`src/rtl/servo_pwm_gen.sv`:
```
// servo_pwm_gen: fixed-period servo PWM generator.
// Duty requests arrive over valid/ready into a shadow (target) register and are applied only
// at frame boundaries, so the pulse is never glitched mid-frame.
// Optional feature macro: SERVO_SLEW_LIMIT_EN -- limits the duty change per frame to MAX_STEP.
module servo_pwm_gen #(
    parameter int unsigned PERIOD_CYCLES = 1000000,
    parameter int unsigned MIN_DUTY      = 50000,
    parameter int unsigned MAX_DUTY      = 100000,
    parameter int unsigned CENTER_DUTY   = 75000,
    parameter int unsigned MAX_STEP      = 500
) (
    input  logic        clk,
    input  logic        rst_n,
    input  logic        en,
    input  logic [17:0] duty_in,
    input  logic        duty_valid,
    output logic        duty_ready,
    output logic        pwm_out,
    output logic        period_start,
    output logic [17:0] duty_applied,
    output logic        clamp_flag
);

    localparam int unsigned     CntW       = $clog2(PERIOD_CYCLES);
    localparam logic [CntW-1:0] LastCnt    = CntW'(PERIOD_CYCLES - 1);
    localparam logic [17:0]     MinDuty    = 18'(MIN_DUTY);
    localparam logic [17:0]     MaxDuty    = 18'(MAX_DUTY);
    localparam logic [17:0]     CenterDuty = 18'(CENTER_DUTY);

    typedef enum logic [1:0] {StIdle, StHigh, StLow} state_e;

    state_e          state_q, state_d;
    logic [CntW-1:0] cnt_q, cnt_d;
    logic            pwm_q, pwm_d;
    logic            ps_q, ps_d;
    logic [17:0]     duty_q, duty_d;
    logic [17:0]     target_q, target_d;
    logic            pending_q, pending_d;
    logic            clamp_q, clamp_d;

    logic [17:0]     duty_next;
    logic [17:0]     duty_clamped;
    logic            out_of_range;
    logic            high_done;
    logic            accept;

    // Request clamping and pulse-end detection.
    always_comb begin
        out_of_range = (duty_in < MinDuty) || (duty_in > MaxDuty);
        if (duty_in < MinDuty) begin
            duty_clamped = MinDuty;
        end else if (duty_in > MaxDuty) begin
            duty_clamped = MaxDuty;
        end else begin
            duty_clamped = duty_in;
        end
        high_done = (32'(cnt_q) == (32'(duty_q) - 32'd1));
        accept    = duty_valid && !pending_q;
    end

`ifdef SERVO_SLEW_LIMIT_EN
    localparam logic [17:0] StepDuty = 18'(MAX_STEP);

    // Duty for the next frame: step toward target by at most StepDuty.
    always_comb begin
        duty_next = target_q;
        if (target_q > duty_q) begin
            if ((target_q - duty_q) > StepDuty) begin
                duty_next = duty_q + StepDuty;
            end
        end else if ((duty_q - target_q) > StepDuty) begin
            duty_next = duty_q - StepDuty;
        end
    end
`else
    logic unused_max_step;
    assign unused_max_step = ^MAX_STEP;

    // Duty for the next frame: jump straight to target.
    always_comb begin
        duty_next = target_q;
    end
`endif

    // Next-state logic for the frame FSM, counter and duty handshake.
    always_comb begin
        state_d   = state_q;
        cnt_d     = cnt_q;
        pwm_d     = pwm_q;
        ps_d      = 1'b0;
        duty_d    = duty_q;
        target_d  = target_q;
        pending_d = pending_q;
        clamp_d   = clamp_q;

        unique case (state_q)
            StIdle: begin
                cnt_d = '0;
                pwm_d = 1'b0;
                if (en) begin
                    state_d   = StHigh;
                    ps_d      = 1'b1;
                    pwm_d     = 1'b1;
                    duty_d    = duty_next;
                    pending_d = 1'b0;
                end
            end
            StHigh: begin
                pwm_d = 1'b1;
                cnt_d = cnt_q + CntW'(1);
                if (high_done) begin
                    state_d = StLow;
                    pwm_d   = 1'b0;
                end
            end
            StLow: begin
                pwm_d = 1'b0;
                cnt_d = cnt_q + CntW'(1);
                if (cnt_q == LastCnt) begin
                    cnt_d = '0;
                    if (en) begin
                        state_d   = StHigh;
                        ps_d      = 1'b1;
                        pwm_d     = 1'b1;
                        duty_d    = duty_next;
                        pending_d = 1'b0;
                    end else begin
                        state_d = StIdle;
                    end
                end
            end
            default: begin
                state_d = StIdle;
                cnt_d   = '0;
                pwm_d   = 1'b0;
            end
        endcase

        // Accept wins over the boundary clear so a request is never lost; it was not
        // folded into duty_next, so it applies at the following boundary.
        if (accept) begin
            target_d  = duty_clamped;
            pending_d = 1'b1;
            clamp_d   = out_of_range;
        end
    end

    // State registers; async reset forces the pulse low immediately.
    always_ff @(posedge clk or negedge rst_n) begin
        if (!rst_n) begin
            state_q   <= StIdle;
            cnt_q     <= '0;
            pwm_q     <= 1'b0;
            ps_q      <= 1'b0;
            duty_q    <= CenterDuty;
            target_q  <= CenterDuty;
            pending_q <= 1'b0;
            clamp_q   <= 1'b0;
        end else begin
            state_q   <= state_d;
            cnt_q     <= cnt_d;
            pwm_q     <= pwm_d;
            ps_q      <= ps_d;
            duty_q    <= duty_d;
            target_q  <= target_d;
            pending_q <= pending_d;
            clamp_q   <= clamp_d;
        end
    end

    assign pwm_out      = pwm_q;
    assign period_start = ps_q;
    assign duty_applied = duty_q;
    assign clamp_flag   = clamp_q;
    assign duty_ready   = ~pending_q;

endmodule
```
`config.mk`:
```
export PLATFORM = sky130hd
export DESIGN_NAME = servo_pwm_gen
export DESIGN_NICKNAME = d
export VERILOG_FILES = /design/src/rtl/servo_pwm_gen.sv
export SDC_FILE = /design/constraint.sdc
export NUM_CORES = 1
export LEC_CHECK = 0
export ABC_AREA = 0
export BUFFER_PORTS_ARGS = -buffer_cell sky130_fd_sc_hd__buf_2
export CAP_MARGIN = 30
export CELL_PAD_IN_SITES_DETAIL_PLACEMENT = 0
export CELL_PAD_IN_SITES_GLOBAL_PLACEMENT = 1
export CORE_MARGIN = 2
export CORE_UTILIZATION = 47
export CTS_BUF_LIST = sky130_fd_sc_hd__clkbuf_4 sky130_fd_sc_hd__clkbuf_8
export DETAILED_ROUTE_END_ITERATION = 10
export PLACE_DENSITY_LB_ADDON = 0.1
export SYNTH_ARGS = -nofsm -noshare
export SYNTH_HDL_FRONTEND = slang
export SYNTH_SLANG_ARGS = --single-unit
```
`constraint.sdc`:
```
create_clock -name clk -period 3.46 [get_ports clk]
set_input_delay 0.346 -clock clk [delete_from_list [all_inputs] [get_ports clk]]
set_output_delay 0.346 -clock clk [all_outputs]
set_load 0.02 [all_outputs]
```
==> results of run 1 <==
[state kept, by name (all words and copies together) (netlist names)]
| signal | count |
|---|---|
| state_q | 2 |
| period_start | 1 |
| cnt_q | 20 |
| duty_applied | 18 |
| pwm_out | 1 |
| pending_q | 1 |
| duty_next | 18 |
| clamp_flag | 1 |
[power breakdown]
part           switching, mW  internal (mW)  leakage (nW)
Clock                  0.310          0.413         0.110
Sequential            0.0324          0.804         0.759
Combinational         0.0642         0.0549         0.942
Total                  0.407           1.27          1.81
[worst max-delay path by stage]
stage,from,to,slack [ns],depth (start not counted)
after floorplan,duty_applied[0],pwm_out,0.78,9
after detailed placement,duty_applied[3],pwm_out,0.66,7
after global placement,duty_applied[9],pwm_out,0.73,7
after CTS,duty_applied[3],pwm_out,0.63,7
final,duty_applied[3],pwm_out,0.60,7
after global routing,duty_applied[3],pwm_out,0.50,7
[kinds of logic after synthesis]
family                     Yosys count  synth area share, %
AOI/OAI and AO/OA                   61                 12.2
xor gates and xnor gates            34                 8.47
adders and majority gates            6                 2.14
buffers and inverters               29                 3.17
DFF                                 62                 44.7
muxes                               22                 6.98
and+or+nand+nor                    144                 22.3
[cells in the final DEF, fill, tap and decap left out, drive strengths merged, types with 5 or more instances in the layout]
cell type / n
ha: 6
nand2: 25
nand3: 10
a22o: 10
dfstp: 16
nor4: 5
inv: 14
clkbuf: 10
or3: 7
o21ai: 12
nor2b: 7
xor2: 17
buf: 47
nand4: 5
xnor2: 17
nor2: 42
a21oi: 13
nor3: 8
dfrtp: 46
mux2: 20
or2: 6
and3: 5
or4: 6
[layout make-up]
class,count,area [µm²]
clock buffer,10,131
tap,99,124
inverter,14,52.6
sequential,62,1570
fill,703,3210
timing repair buffer,47,245
clock inverter,6,86.3
multi-input combinational,267,1830
[per-layer routing]
| layer | vias up | global-route usage, % | wire (µm) |
|---|---|---|---|
| li1 | 1372 | - | - |
| met1 | 1351 | 28.0 | 3870 |
| met2 | 46 | 34.1 | 3780 |
| met3 | 8 | 5.51 | 252 |
| met4 | 0 | 6.15 | 91 |
| met5 | - | 0 | 0 |
[critical path: stages (launching register included)]
cell	delay (ns)
dfstp_2	0.41
or4_1	0.63
or4_1	0.59
a211oi_1	0.41
o221ai_2	0.15
nor4b_2	0.31
nand2b_1	0.15
a21oi_1	0.06
==> impl_metrics.tcl, run 1 <==
set metrics [dict create \
    rows 31 \
    first_pass_iters 4 \
    die_x_um 90.5 \
    place_hpwl_mm 5.79 \
    syn_inst 358 \
    grt_pass1_wl_mm 13.9 \
    stdcell_area_um2 4040 \
    ant_nets 0 \
    path_max_fanout 9 \
    die_y_um 90.5 \
    via_per_inst 5.50 \
    post-route-util_pct 55.7 \
    cts.sinks 62 \
    antenna_cells 0 \
    skew_ns 0.0114 \
    antenna_found_initial 0 \
    arrival_ns 3.07 \
    io_pins 44 \
    power_density_nw_per_um2 415 \
    synth.area.top_cells "dfrtp_1 33%, dfstp_2 12%, mux2_2 6.4%, nor2_1 4.5%, xnor2_1 4.2%" \
    post_cts_buffers 0 \
    period_share_pct 82.6 \
    yosysUniqueCellTypes 55 \
    hold_viol 0 \
    clk_latency_ns 0.35 \
    synth-async-reset-ratio_pct 100 \
    finalWeightedCongestion 0.828 \
    slew_headroom_pct 48.2 \
    setup_violations 0 \
    worstPathRequired_ns 3.68 \
    drive_gt1_share_pct 27.8 \
    clock_path_buffers 2 \
    wl_mm 7.99 \
    finalNonFillerCells 505 \
    finalNetCount 429 \
    outcome "complete, no violations" \
    p_leak_nw 1.81 \
    timing.setup.tns_ns 0 \
    ys_ff_latch 62 \
    mappedNetlistArea_um2 3510 \
    grt_setup_unrepaired "false" \
    htree_num_levels 3 \
    synth_top_area_share_pct 32.8 \
    drc 0 \
    synthesis.nets 386 \
    ctsRootBufferMaster "clkbuf_8" \
    cts_repair_resize_count 0 \
    max-cap-violations 0 \
    preCtsSetupSlack_ns 0.658 \
    ff2ff_path_depth 7 \
    finalMaxSlewViolations 0 \
    fin_crit_ns 2.86 \
    area_growth_pct 15.0 \
    holdWs_ns 0.141 \
    max_clock_freq_ghz 0.350 \
    synth_common_cells "46 x dfrtp_1, 42 x nor2_1, 25 x nand2_1, 20 x mux2_2" \
    power.total_mw 1.68 \
    first_global_vias 2754 \
    cts_tree "yes" \
    r2r_start "duty_applied[3]" \
    grt_max_degree 63 \
    ys.flop_type "dfrtp_1" \
    floorplan.initialDensity_pct 48.5 \
    yosysTopAreaCell "dfrtp_1" \
    ir_worst_vdd_mv 0.238 \
    core_region_area_um2 7250 \
    grt_overflow_total 0 \
    ctsHoldBuffers 0 \
    setup_slack_ns 0.604 \
    hold_class "in -> async" \
    num_vias 2777 \
    drt_iter0_drc 96 \
    ys_warn_count 0 \
    grt.total_usage_pct 21.1 \
    io_buffer_count 43 \
    seq_area_frac_synth_pct 44.7 \
    dp.cells 489 \
    synth-edff-count 0 \
    wire_per_inst_um 15.8 \
    syn_area_per_cell_um2 9.82 \
    synth.most_common_cell "dfrtp_1" \
    clkTransAtPathRegs_ns 0.08 \
    dieArea_um2 8190 \
    endpoint_kind "flip-flop" \
    rrSetupSlack_ns 0.60 \
    cp-start-kind "flip-flop" \
    reg2reg_to "pwm_out" \
    worstMarginPinSlew_ns 0.776 \
    worst-setup-path-type "reg -> reg" \
    placed_area_um2 3820 \
    numCtsBuffers 9 \
]
Power figures use the tool's default switching activity.
==> inputs of run 2 (changes only) <==
--- a/config.mk
+++ b/config.mk
@@ -11,7 +11,7 @@
 export CELL_PAD_IN_SITES_DETAIL_PLACEMENT = 0
 export CELL_PAD_IN_SITES_GLOBAL_PLACEMENT = 1
 export CORE_MARGIN = 2
-export CORE_UTILIZATION = 47
+export CORE_UTILIZATION = 42
 export CTS_BUF_LIST = sky130_fd_sc_hd__clkbuf_4 sky130_fd_sc_hd__clkbuf_8
 export DETAILED_ROUTE_END_ITERATION = 10
 export PLACE_DENSITY_LB_ADDON = 0.1
==> constraint.sdc (replaced) <==
create_clock -name clk -period 2.5 [get_ports clk]
set_input_delay 0.25 -clock clk [delete_from_list [all_inputs] [get_ports clk]]
set_output_delay 0.25 -clock clk [all_outputs]
set_load 0.02 [all_outputs]
==> run 2 against run 1 <==
Fmax up 15%. Critical path type unchanged. Sequential power up 39%. Largest power group unchanged. Flip-flop and latch count unchanged. Global-route usage down 0.51 points. Final cell count up 9.1%. Critical endpoint unchanged.
==> impl_metrics.tcl, run 2 (same netlist as run 1, synthesis figures left out) <==
set metrics [dict create \
    fillers 754 \
    place_hpwl_mm 6.54 \
    final_cell_mix "45 x dfrtp_1, 43 x buf_2, 41 x nor2_1" \
    max_clock_freq_ghz 0.401 \
    hold_viol 0 \
    drt_iter0_drc 143 \
    finalMaxSlewViolations 0 \
    dieArea_um2 9120 \
    p_leak_nw 2.07 \
    first_pass_iters 4 \
    die_x_um 95.5 \
    worst-setup-path-type "reg -> reg" \
    finalWeightedCongestion 0.810 \
    area_growth_pct 28.3 \
    cts_tree "yes" \
    path_max_fanout 6 \
    cp-start-kind "flip-flop" \
    stdcell_area_um2 4510 \
    grt_setup_unrepaired "true" \
    htree_num_levels 3 \
    drc 0 \
    grt.total_usage_pct 20.6 \
    outcome "complete, no violations" \
    ant_nets 0 \
    grt_overflow_total 0 \
    io_pins 44 \
    preCtsSetupSlack_ns -0.152 \
    grt_max_degree 38 \
    finalNetCount 469 \
    power_density_nw_per_um2 496 \
    clk_latency_ns 0.34 \
    antenna_found_initial 0 \
    io_buffer_count 43 \
    largest_reg_flops 20 \
    arrival_ns 2.71 \
    clock_path_buffers 2 \
    numCtsBuffers 9 \
    skew_ns 0.0125 \
    num_vias 2929 \
    cts.sinks 62 \
    slew_headroom_pct 50.0 \
    die_y_um 95.5 \
    via_per_inst 5.32 \
    timing.setup.tns_ns 0 \
    core_region_area_um2 8180 \
    fin_crit_ns 2.49 \
    period_share_pct 99.6 \
    antenna_cells 0 \
    ir_worst_vdd_mv 0.306 \
    final_common_cell "dfrtp_1" \
    max-cap-violations 0 \
    ctsRootBufferMaster "clkbuf_8" \
    worstPathRequired_ns 2.71 \
    endpoint_kind "flip-flop" \
    first_global_vias 2905 \
    setup_slack_ns 0.00931 \
    worstMarginPinSlew_ns 0.749 \
    regMostFlops "cnt_q" \
    clkTransAtPathRegs_ns 0.07 \
    drive_gt1_share_pct 38.1 \
    wire_per_inst_um 15.5 \
    rows 33 \
    wl_mm 8.57 \
    hold_class "in -> reg" \
    setup_violations 0 \
    power.total_mw 2.24 \
    placed_area_um2 4160 \
    grt_pass1_wl_mm 14.4 \
    floorplan.initialDensity_pct 43.0 \
]
==> run 2: changes by cell type in the layout (fill, tap and decap cells not counted), sizes merged <==
cell	delta
buf	+39
bufinv	-1
inv	+1
dlygate4sd3	+1
==> run 2: worst max-delay path, cell delays in order, from the launching register on <==
cell	delay, ns
dfstp_2	0.37
or4_4	0.53
or4_4	0.50
nor4b_4	0.31
o221ai_2	0.15
nor4b_4	0.31
nand2b_1	0.14
a21oi_1	0.06
==> run 2: report_power, final <==
part / total (mW) / internal (mW) / switching (mW)
clock network: 0.905 / 0.492 / 0.413
logic: 0.171 / 0.0826 / 0.0887
registers: 1.16 / 1.11 / 0.0464
==> run 2: layout make-up <==
class                           instances  area, µm²  share of cell area, %
Timing Repair Buffer                   87        586                   13.0
Multi-Input combinational cell        267       1960                   43.5
Sequential cell                        62       1570                   34.9
Clock buffer                           10        138                   3.05
Tap cell                              105        131                   2.91
Clock inverter                          6       68.8                   1.53
Inverter                               14       52.6                   1.17
==> run 2: final timing paths <==
| path | from | endpoint | slack [ns] | depth (start not counted) |
|---|---|---|---|---|
| max | duty_applied[3] | pwm_out | 0.009 | 7 |
| min | duty_in[4] | duty_next[4] | 0.14 | 3 |
| max reg2reg | duty_applied[3] | pwm_out | 0.009 | 7 |
| min reg2reg | duty_next[4] | duty_next[4] | 0.50 | 2 |
| max in group asynchronous | rst_n | duty_applied[10] | 1.70 | 3 |
| min in group asynchronous | rst_n | duty_applied[2] | 0.29 | 2 |
==> run 2: routing by layer <==
layer  vias to the layer above  part of all wire [%]  track usage, %
met5                         -                     0               0
met4                         0                   1.5            6.55
met3                        13                   2.9            3.72
met2                        46                    50            34.5
met1                      1422                    46            27.1
li1                       1448                     -               -
==> run 2: timing repair <==
item,in CTS,in global routing
setup endpoints to repair,16,41
hold buffers,1,0
resized for setup,6,15
endpoints found under the hold margin,6,0
buffers inserted,0,2
pin swaps,1,4
==> run 2: per-stage QoR <==
stage | util, % | hold WS, ns | instances
2_1_floorplan | - | -0.0456 | 358
3_3_place_gp | 50.9 | 0.114 | 532
4_1_cts | 53.9 | 0.129 | 549
6_report | 55.2 | 0.137 | 551
5_1_grt | 55.2 | 0.133 | 551
3_5_place_dp | 50.9 | 0.120 | 532
